[src/rtl/muldiv_ctrl_pkg.sv]
// Shared types for the HI/LO multiply/divide unit: funct codes, FSM states and sizing.
package muldiv_ctrl_pkg;

   localparam int DATA_WIDTH = 32;
   localparam int MD_ITERS   = DATA_WIDTH;

   typedef enum logic [5:0] {
      F_MTHI  = 6'h11,
      F_MTLO  = 6'h13,
      F_MULT  = 6'h18,
      F_MULTU = 6'h19,
      F_DIV   = 6'h1a,
      F_DIVU  = 6'h1b
   } funct_type;

   typedef enum logic [2:0] {
      MD_IDLE,
      MD_MUL,
      MD_DIV,
      MD_FIX,
      MD_DONE
   } muldiv_state_type;

   typedef logic [2*DATA_WIDTH-1:0] dword_type;

endpackage

[src/rtl/muldiv_step.sv]
// One iteration of the shared datapath: shift-add multiply or restoring divide.
module muldiv_step #(
   parameter int WIDTH = 32
) (
   input  logic             div_mode,
   input  logic [WIDTH:0]   hi,
   input  logic [WIDTH-1:0] lo,
   input  logic [WIDTH-1:0] opb,
   output logic [WIDTH:0]   hi_next,
   output logic [WIDTH-1:0] lo_next
);

   logic [WIDTH:0]   sum;
   logic [WIDTH:0]   shifted;
   logic [WIDTH+1:0] diff;

   // NOTE: every always_comb output gets a default first so no path leaves it unassigned (no latch).
   always_comb begin
      sum     = hi + {1'b0, opb};
      shifted = {hi[WIDTH-1:0], lo[WIDTH-1]};
      diff    = {1'b0, shifted} - {2'b00, opb};
      hi_next = hi;
      lo_next = lo;
      if (div_mode) begin
         // A clear sign bit means the trial subtraction fits: keep it and shift in a 1.
         if (!diff[WIDTH+1]) begin
            hi_next = diff[WIDTH:0];
            lo_next = {lo[WIDTH-2:0], 1'b1};
         end else begin
            hi_next = shifted;
            lo_next = {lo[WIDTH-2:0], 1'b0};
         end
      end else if (lo[0]) begin
         hi_next = {1'b0, sum[WIDTH:1]};
         lo_next = {sum[0], lo[WIDTH-1:1]};
      end else begin
         hi_next = {1'b0, hi[WIDTH:1]};
         lo_next = {hi[0], lo[WIDTH-1:1]};
      end
   end

endmodule

[src/rtl/muldiv_ctrl.sv]
// HI/LO owner: sequences MULT/MULTU/DIV/DIVU over WIDTH iterations and handles MTHI/MTLO.
module muldiv_ctrl
   import muldiv_ctrl_pkg::*;
#(
   parameter int WIDTH = DATA_WIDTH
) (
   input  logic             clk,
   input  logic             rst_n,
   input  logic             start_i,
   input  logic [5:0]       funct_i,
   input  logic [WIDTH-1:0] rs_i,
   input  logic [WIDTH-1:0] rt_i,
   output logic             busy_o,
   output logic             done_o,
   output logic             div_by_zero_o,
   output logic [WIDTH-1:0] hi_o,
   output logic [WIDTH-1:0] lo_o
);

   localparam int              CNT_W    = $clog2(WIDTH);
   localparam logic [CNT_W-1:0] CNT_LAST = CNT_W'(WIDTH - 1);

   muldiv_state_type   state;
   logic [CNT_W-1:0]   cnt;
   logic [WIDTH:0]     acc;
   logic [WIDTH-1:0]   work;
   logic [WIDTH-1:0]   opb;
   logic [WIDTH-1:0]   rs_hold;
   logic               op_mul, neg_res, neg_a, dbz;

   logic [WIDTH:0]     acc_next;
   logic [WIDTH-1:0]   work_next;
   logic [2*WIDTH-1:0] prod_raw, prod;
   logic [WIDTH-1:0]   quo, rem, a_mag, b_mag;
   logic               is_mul_req, is_div_req, is_signed_req;

   // Most negative value maps to itself, which is its correct unsigned magnitude.
   function automatic logic [WIDTH-1:0] mag(input logic [WIDTH-1:0] v, input logic sgn);
      return (sgn && v[WIDTH-1]) ? -v : v;
   endfunction

   muldiv_step #(.WIDTH(WIDTH)) u_step (
      .div_mode (state == MD_DIV),
      .hi       (acc),
      .lo       (work),
      .opb      (opb),
      .hi_next  (acc_next),
      .lo_next  (work_next)
   );

   always_comb begin
      is_mul_req    = (funct_i == F_MULT) || (funct_i == F_MULTU);
      is_div_req    = (funct_i == F_DIV)  || (funct_i == F_DIVU);
      is_signed_req = (funct_i == F_MULT) || (funct_i == F_DIV);
      a_mag         = mag(rs_i, is_signed_req);
      b_mag         = mag(rt_i, is_signed_req);
      prod_raw      = {acc[WIDTH-1:0], work};
      prod          = neg_res ? -prod_raw : prod_raw;
      quo           = neg_res ? -work : work;
      rem           = neg_a ? -acc[WIDTH-1:0] : acc[WIDTH-1:0];
   end

   // NOTE: sequential state uses non-blocking assignments so every register sees pre-edge values.
   always_ff @(posedge clk) begin
      if (!rst_n) begin
         state         <= MD_IDLE;
         cnt           <= '0;
         acc           <= '0;
         work          <= '0;
         opb           <= '0;
         rs_hold       <= '0;
         op_mul        <= 1'b0;
         neg_res       <= 1'b0;
         neg_a         <= 1'b0;
         dbz           <= 1'b0;
         busy_o        <= 1'b0;
         done_o        <= 1'b0;
         div_by_zero_o <= 1'b0;
         hi_o          <= '0;
         lo_o          <= '0;
      end else begin
         done_o        <= 1'b0;
         div_by_zero_o <= 1'b0;
         case (state)
            MD_IDLE, MD_DONE: begin
               state <= MD_IDLE;
               if (start_i) begin
                  if (is_mul_req || is_div_req) begin
                     rs_hold <= rs_i;
                     neg_res <= is_signed_req & (rs_i[WIDTH-1] ^ rt_i[WIDTH-1]);
                     neg_a   <= is_signed_req & rs_i[WIDTH-1];
                     dbz     <= is_div_req && (rt_i == '0);
                     op_mul  <= is_mul_req;
                     cnt     <= '0;
                     acc     <= '0;
                     busy_o  <= 1'b1;
                     if (is_mul_req) begin
                        opb   <= a_mag;
                        work  <= b_mag;
                        state <= MD_MUL;
                     end else begin
                        opb   <= b_mag;
                        work  <= a_mag;
                        state <= MD_DIV;
                     end
                  end else if (funct_i == F_MTHI) begin
                     hi_o   <= rs_i;
                     done_o <= 1'b1;
                     state  <= MD_DONE;
                  end else if (funct_i == F_MTLO) begin
                     lo_o   <= rs_i;
                     done_o <= 1'b1;
                     state  <= MD_DONE;
                  end
               end
            end
            MD_MUL, MD_DIV: begin
               acc  <= acc_next;
               work <= work_next;
               cnt  <= cnt + 1'b1;
               if (cnt == CNT_LAST) begin
                  cnt   <= '0;
                  state <= MD_FIX;
               end
            end
            MD_FIX: begin
               busy_o <= 1'b0;
               done_o <= 1'b1;
               state  <= MD_DONE;
               if (op_mul) begin
                  hi_o <= prod[2*WIDTH-1:WIDTH];
                  lo_o <= prod[WIDTH-1:0];
               end else if (dbz) begin
                  hi_o          <= rs_hold;
                  lo_o          <= '1;
                  div_by_zero_o <= 1'b1;
               end else begin
                  hi_o <= rem;
                  lo_o <= quo;
               end
            end
            default: state <= MD_IDLE;
         endcase
      end
   end

endmodule

[config.mk]
export PLATFORM = sky130hd
export DESIGN_NAME = muldiv_ctrl
export DESIGN_NICKNAME = d
export VERILOG_FILES = /design/src/rtl/muldiv_ctrl_pkg.sv /design/src/rtl/muldiv_step.sv /design/src/rtl/muldiv_ctrl.sv
export SDC_FILE = /design/constraint.sdc
export NUM_CORES = 1
export LEC_CHECK = 0
export CORE_MARGIN = 4
export CORE_UTILIZATION = 39
export DETAILED_ROUTE_END_ITERATION = 7
export HOLD_SLACK_MARGIN = 0.03
export SLEW_MARGIN = 20
export SYNTH_ARGS = -nofsm -noshare
export SYNTH_HDL_FRONTEND = slang
export SYNTH_HIERARCHICAL = 1
export SYNTH_SLANG_ARGS = --single-unit
export TNS_END_PERCENT = 20
[constraint.sdc]
create_clock -name clk -period 3.9 [get_ports clk]
set_clock_uncertainty 0.1 [all_clocks]
set_input_delay 0.78 -clock clk [delete_from_list [all_inputs] [get_ports clk]]
set_output_delay 0.78 -clock clk [all_outputs]
set_load 0.05 [all_outputs]
==> results by group, run 1 <==
CTS
  – Num Clock Sinks: 208
  – Clock Path Buffers: 3
  – Setup Fix Bufs, Post-CTS: 0
  – Root buf cell: clkbuf_16
  – H-Tree Depth: 1
  – Post-CTS Hold Buffers: 0
  – Post-cts resize count: 0
  – Worst-path clk slew: 60 ps
  – Clock Latency Late Sink: 590 ps
  – CTS Buf Count: 26
  – CTS tree: built

Logic synthesis
  – Synth area leaders: dfxtp_1 (23%), a21oi_1 (6.2%), nand2_1 (5.2%)
  – Syn_nets: 2535
  – Synthesized-area fraction occupied by adder cells: 5.17%
  – Cells after Synth: 2390
  – Synth unique cells: 104
  – Synth Cell Area: 17700 sq um
  – Area share of and/or/nand/nor cells after synthesis: 22.2%
  – XOR/XNOR Fraction of Synth Area: 7.61%
  – EDFF count, synth: 0
  – Mux share of post-synthesis cell area: 5.40%
  – Largest family of logic cells by synthesized area: compound AO/OA/AOI/OAI gates
  – Share of the synthesized area in the top cell type: 23.5%
  – Prevailing post-synth register cell: dfxtp_1
  – Yosys top cell by area: dfxtp_1
  – Mean cell area of the mapped netlist: 7.42 sq um
  – Syn. warnings: 6
  – Flop and latch count out of synthesis: 208
  – Compound-Gate Fraction of Synth Area: 30.3%
  – Ys async rst share: 0%
  – Post-synthesis sequential area ratio: 23.5%

STA
  – Slew headroom: 38.0%
  – Unrepaired setup endpoints after global routing: no
  – Least-Margin Pin Slew: 928 ps
  – Final Hold Viols: 0
  – Period utilization: 91.6%
  – Final Max Tran Viols: 0
  – Setup TNS: 0 ps
  – Fmax: 280 MHz
  – Fin crit period: 3570 ps
  – # setup viols final: 0

Power
  – Peak VDD IR: 0.300 mV
  – Sw frac: 33.1%
  – Pwr dens: 289 nW/um^2
  – Flop pwr share: 35.8%
  – NetSw: 2.04 mW
  – Leakage Power: 8.23 nW
  – Clock network fraction of design power: 41.0%
  – Power share of the combinational group: 23.2%
  – Power Total: 6.18 mW
  – Internal power: 4.13 mW

Cells and area
  – NumNets Final: 2682
  – # diodes: 0
  – Share of cells above drive strength 1: 11.9%
  – Area delta synth->final: 20.6%
  – Util after Layout: 47.9%
  – Final Non-Filler Cells: 3147

Critical path
  – Startpoint Class: flop
  – CP max stage delay: 450 ps
  – Data arrival time of the critical path: 3970 ps
  – WS Path Type: flop to flop
  – CP Data Required Time: 4300 ps
  – Slowest-stage cell, CP: dfxtp_1
  – Chain of cells forming the critical path: inv_1 > ha_1 > nor2b_1 > o31ai_2 > a31oi_4 > a211oi_2 > o21ai_2 > nand3_2 > nand3_4 > buf_12 > and2_0 > o31ai_1 > a22oi_1 > nor2_1
  – Worst setup EP type: flop
  – Worst r2r path cells: 14
  – Crit-path max FO: 31

Run status
  – Status: finished, final reports clean

Detailed routing
  – Drc violations: 0
  – DRT Wirelength: 83900 microns
  – First-pass DRT Iterations: 6
  – Final ANT Viol Nets: 0
  – Vias: 20400
  – WL/cell: 26.7 microns
  – Initial DRC Count: 2436
  – Via density: 6.49

Die
  – Chip Width: 221 microns
  – Core Box Area: 44600 sq um
  – Die footprint: 48900 sq um
  – Chip height: 221 microns
  – Initial core utilization: 39.7%
  – Core Rows: 77
  – Io pins: 140

GRT
  – Initial antenna violation count: 1
  – Gr usage total: 32.3%
  – Met2 Use GR: 49.9%
  – Grt total ovfl: 0
  – Largest net degree at the start of global routing: 111
  – First-pass GRT wire length: 124000 microns
  – Vias in the first global route: 19200
  – Met1 Track Usage GR: 44.2%
  – GR peak layer: met2
  – Met3 GRT Util: 5.50%

Hold path
  – Worst hold path depth: 2
  – Worst hold path type: flop to flop

Place
  – Placer Congestion: 1.00
  – Inst Count DP: 3101
  – Detailed Place HPWL: 63800 microns
  – IO buf count: 139

Job
  – Max-cap viol count: 0
## routing by layer
metal | up-vias | wire length, microns
met5 | - | 0
met4 | 0 | 4360
met3 | 227 | 7280
met2 | 1083 | 36500
met1 | 9872 | 35800
li1 | 9241 | -
## cell type report
| type | count | area (sq um) |
|---|---|---|
| Sequential cell | 208 | 4170 |
| Timing Repair Buffer | 311 | 2750 |
| Inverter | 73 | 277 |
| Fill cell | 4494 | 23200 |
| Clock inverter | 16 | 191 |
| Tap cell | 592 | 741 |
| Multi-Input combinational cell | 1917 | 12600 |
| Clock buffer | 30 | 676 |
## Yosys cell counts (11+ instances only)
| master | count |
|---|---|
| clkbuf_1 | 168 |
| a31oi_1 | 36 |
| inv_1 | 70 |
| o31ai_1 | 40 |
| xnor2_1 | 99 |
| o211ai_1 | 22 |
| o221ai_1 | 45 |
| or3_1 | 27 |
| a2111oi_0 | 13 |
| buf_1 | 11 |
| or4_1 | 22 |
| xor2_1 | 55 |
| nor4_1 | 33 |
| a21oi_1 | 220 |
| nand2b_1 | 19 |
| nand3_1 | 84 |
| ha_1 | 70 |
| o22ai_1 | 28 |
| nor2_1 | 185 |
| and3_1 | 17 |
| nand4_1 | 22 |
| mux2_2 | 36 |
| a211oi_1 | 29 |
| o21ai_1 | 18 |
| a22oi_1 | 54 |
| nor3_1 | 69 |
| o41ai_1 | 22 |
| dfxtp_1 | 208 |
| mux2i_1 | 54 |
| o21ai_0 | 115 |
| a21o_1 | 28 |
| nor2b_1 | 25 |
| nand2_1 | 244 |
| a221oi_1 | 11 |
## placed cells by master, fill, tap and decap left out, drive strengths merged, types with 72 or more instances in the layout
| cell type | instances |
|---|---|
| a21oi | 221 |
| buf | 173 |
| clkdlybuf4s50 | 138 |
| dfxtp | 208 |
| inv | 72 |
| nand2 | 244 |
| nand3 | 86 |
| nor2 | 185 |
| o21ai | 135 |
| xnor2 | 99 |
## sequential cells by signal, summed over array words and instances (netlist names), 3 cells and up
signal	count
acc	33
hi_o	32
lo_o	32
opb	32
rs_hold	32
work	32
cnt	5
state	3
## worst paths after layout
| path | slack (ps) | end | start |
|---|---|---|---|
| worst max-delay path | 330 | acc[1] | opb[1] |
| worst min register to register | 360 | lo_o[20] | lo_o[20] |
| worst min-delay path | 360 | lo_o[20] | lo_o[20] |
| worst max register to register | 330 | acc[1] | opb[1] |
## cell families after synthesis
group           Yosys count
buf+inv                 265
xor+xnor                154
fa+ha+maj                72
compound gates          795
flops                   208
mux                      91
simple gates            805
## stage by stage
step / worst slack (ps) / instance area, sq um / hold WS, ps
finish: 328 / 21400 / 356
global route: 134 / 21400 / 370
CTS: 365 / 21400 / 357
detailed placement: 276 / 20500 / 346
global placement: 332 / 20500 / 340
floorplan: 909 / 17700 / 333
## critical path, delay by kind of cell (launching register included)
| kind | cells | cell delay [ps] |
|---|---|---|
| AO/OA/AOI/OAI | 6 | 1640 |
| adder cells (fa/ha/maj) | 1 | 290 |
| buffers and inverters | 2 | 290 |
| flip-flops | 1 | 450 |
| AND/OR/NAND/NOR | 5 | 690 |
## power groups by stage
stage	Clock, mW	Sequential (mW)	Combinational (mW)
after floorplan	0	2.28	0.783
after global placement	0	2.26	1.38
after detailed placement	0	2.26	1.39
after CTS	2.55	2.21	1.39
after global routing	2.63	2.21	1.50
final	2.53	2.21	1.43
No activity file was read; power rests on OpenSTA's default activity.
==> run 2, diff against run 1 <==
CAP_MARGIN = 20   (was unset)
==> results of run 2 <==
Final layout, timing and power as in run 1 (identical DEF).
==> run 3, diff against run 2 <==
==> constraint.sdc (replaced) <==
create_clock -name clk -period 3.9 [get_ports clk]
set_clock_uncertainty 0.1 [all_clocks]
set_input_delay 0.585 -clock clk [delete_from_list [all_inputs] [get_ports clk]]
set_output_delay 0.585 -clock clk [all_outputs]
set_load 0.05 [all_outputs]
==> results by group, run 3 (synthesis gave the netlist of run 1 again) <==
Place
  – Place WS: 424 ps
  – Post-Place Cell Area: 20400 sq um
  – Detailed Place HPWL: 62200 microns
  – Placer Congestion: 1.03
  – IO buf count: 139
  – Inst Count DP: 3087

CTS
  – Post-CTS Hold Buffers: 0
  – Clock Path Buffers: 3
  – CTS tree: built
  – Num Clock Sinks: 208
  – Worst-path clk slew: 60 ps
  – Clock Latency Late Sink: 590 ps
  – Post-cts resize count: 0
  – CTS Buf Count: 27
  – Root buf cell: clkbuf_16
  – H-Tree Depth: 1
  – Setup Fix Bufs, Post-CTS: 0

Detailed routing
  – WL/cell: 26.6 microns
  – Final ANT Viol Nets: 0
  – First-pass DRT Iterations: 6
  – Via density: 6.48
  – Initial DRC Count: 2457
  – Vias: 20300
  – Drc violations: 0
  – DRT Wirelength: 83300 microns

STA
  – Slew headroom: 37.4%
  – Period utilization: 92.0%
  – Unrepaired setup endpoints after global routing: no
  – Final Hold Viols: 0
  – # setup viols final: 0
  – Setup WS post-layout: 313 ps
  – Setup TNS: 0 ps
  – Final Max Tran Viols: 0
  – Least-Margin Pin Slew: 931 ps
  – Hold WS: 352 ps
  – Fin crit period: 3590 ps
  – Fmax: 279 MHz

GRT
  – First-pass GRT wire length: 124000 microns
  – Largest net degree at the start of global routing: 83
  – Initial antenna violation count: 3
  – Gr usage total: 32.1%
  – Vias in the first global route: 19300
  – Grt total ovfl: 0

Power
  – Peak VDD IR: 0.344 mV
  – Leakage Power: 8.21 nW
  – Power Total: 6.50 mW
  – Pwr dens: 304 nW/um^2

Cells and area
  – Max FFs per register: 33
  – Reg with most FFs: acc
  – Final Non-Filler Cells: 3139
  – Most frequent cells in the layout: nand2_1 (243), a21oi_1 (219), dfxtp_1 (207)
  – Util after Layout: 47.9%
  – Area delta synth->final: 20.6%
  – NumNets Final: 2669
  – Share of cells above drive strength 1: 11.6%
  – Most common cell after layout, fill and taps aside: nand2_1
  – Design Area, Final: 21400 sq um

Critical path
  – Worst setup EP type: flop
  – WS Path Type: flop to flop
  – Worst reg2reg startpoint: work[31]
  – Chain of cells forming the critical path: inv_1 > ha_1 > fa_1 > nand2b_1 > a21oi_1 > o211ai_1 > a21oi_1 > nor2b_1 > o31ai_1 > xor2_1 > mux2i_1 > a32oi_1 > a22oi_1 > nor2_1
  – R2r endpoint: acc[30]
  – Crit-path max FO: 4
  – Slowest-stage cell, CP: o31ai_1
  – CP max stage delay: 420 ps
  – Reg2reg setup slack: 310 ps
  – Top Family by Delay on Critical Path: compound AO/OA/AOI/OAI gates
  – Data arrival time of the critical path: 3990 ps
  – WP depth: 14
  – Most numerous cell on the critical path: a21oi_1
  – CP Buf/Inv Count: 1
  – Startpoint Class: flop
  – CP Capture Point: acc[30]
  – Crit path launch: work[31]
  – Worst r2r path cells: 14
  – CP Data Required Time: 4310 ps

Die
  – Io pins: 140
  – Core Box Area: 44600 sq um
  – Die footprint: 48900 sq um
  – Initial core utilization: 39.7%
  – Chip height: 221 microns
  – Chip Width: 221 microns
  – Core Rows: 77

Run status
  – Status: finished, final reports clean

Job
  – Max-cap viol count: 0

Hold path
  – Worst hold path type: flop to flop
## run 3: cell types whose count changed in the layout (fill, tap and decap cells not counted), sizes merged
| cell | change |
|---|---|
| bufinv | +3 |
| clkinvlp | -2 |
| diode | +2 |
| buf | -14 |
| clkbuf | +3 |
## run 3: how the worst min path moves through the flow
stage | from | to | slack [ps] | cells past startpoint
floorplan | rs_hold[0] | rs_hold[0] | 330 | 2
detailed placement | rs_hold[23] | rs_hold[23] | 340 | 2
CTS | rs_hold[23] | rs_hold[23] | 350 | 2
finish | rs_hold[23] | rs_hold[23] | 350 | 2
global route | rs_hold[0] | rs_hold[0] | 370 | 2
global placement | rs_hold[23] | rs_hold[23] | 340 | 2
## run 3: power by group
part / switching, mW / internal, mW / total, mW
sequential: 0.0505 / 2.16 / 2.21
combinational: 0.895 / 0.511 / 1.41
clock: 1.12 / 1.75 / 2.88
total: 2.07 / 4.43 / 6.50
## run 3: layout make-up
cell class / count / area, sq um
clock buffers: 33 / 738
fillers: 4448 / 23200
flip-flops and latches: 208 / 4170
repair buffers: 297 / 2610
clock inverters: 17 / 270
inverters: 73 / 277
multi-input cells: 1917 / 12600
diodes: 2 / 5.00
well taps: 592 / 741
## run 3: worst min-delay path, stage by stage (launching register included)
cell and delay [ps]:
dfxtp_1 300, nand2_1 50, a21oi_1 50
## run 3: routing by layer
metal	part of all wire, %	global-route usage, %	vias up	wire [microns]
met5	0.017	0	-	14
met4	5.2	13.6	2	4370
met3	9.5	6.60	244	7920
met2	43	49.8	1147	36000
met1	42	43.6	9734	35100
li1	-	-	9205	-
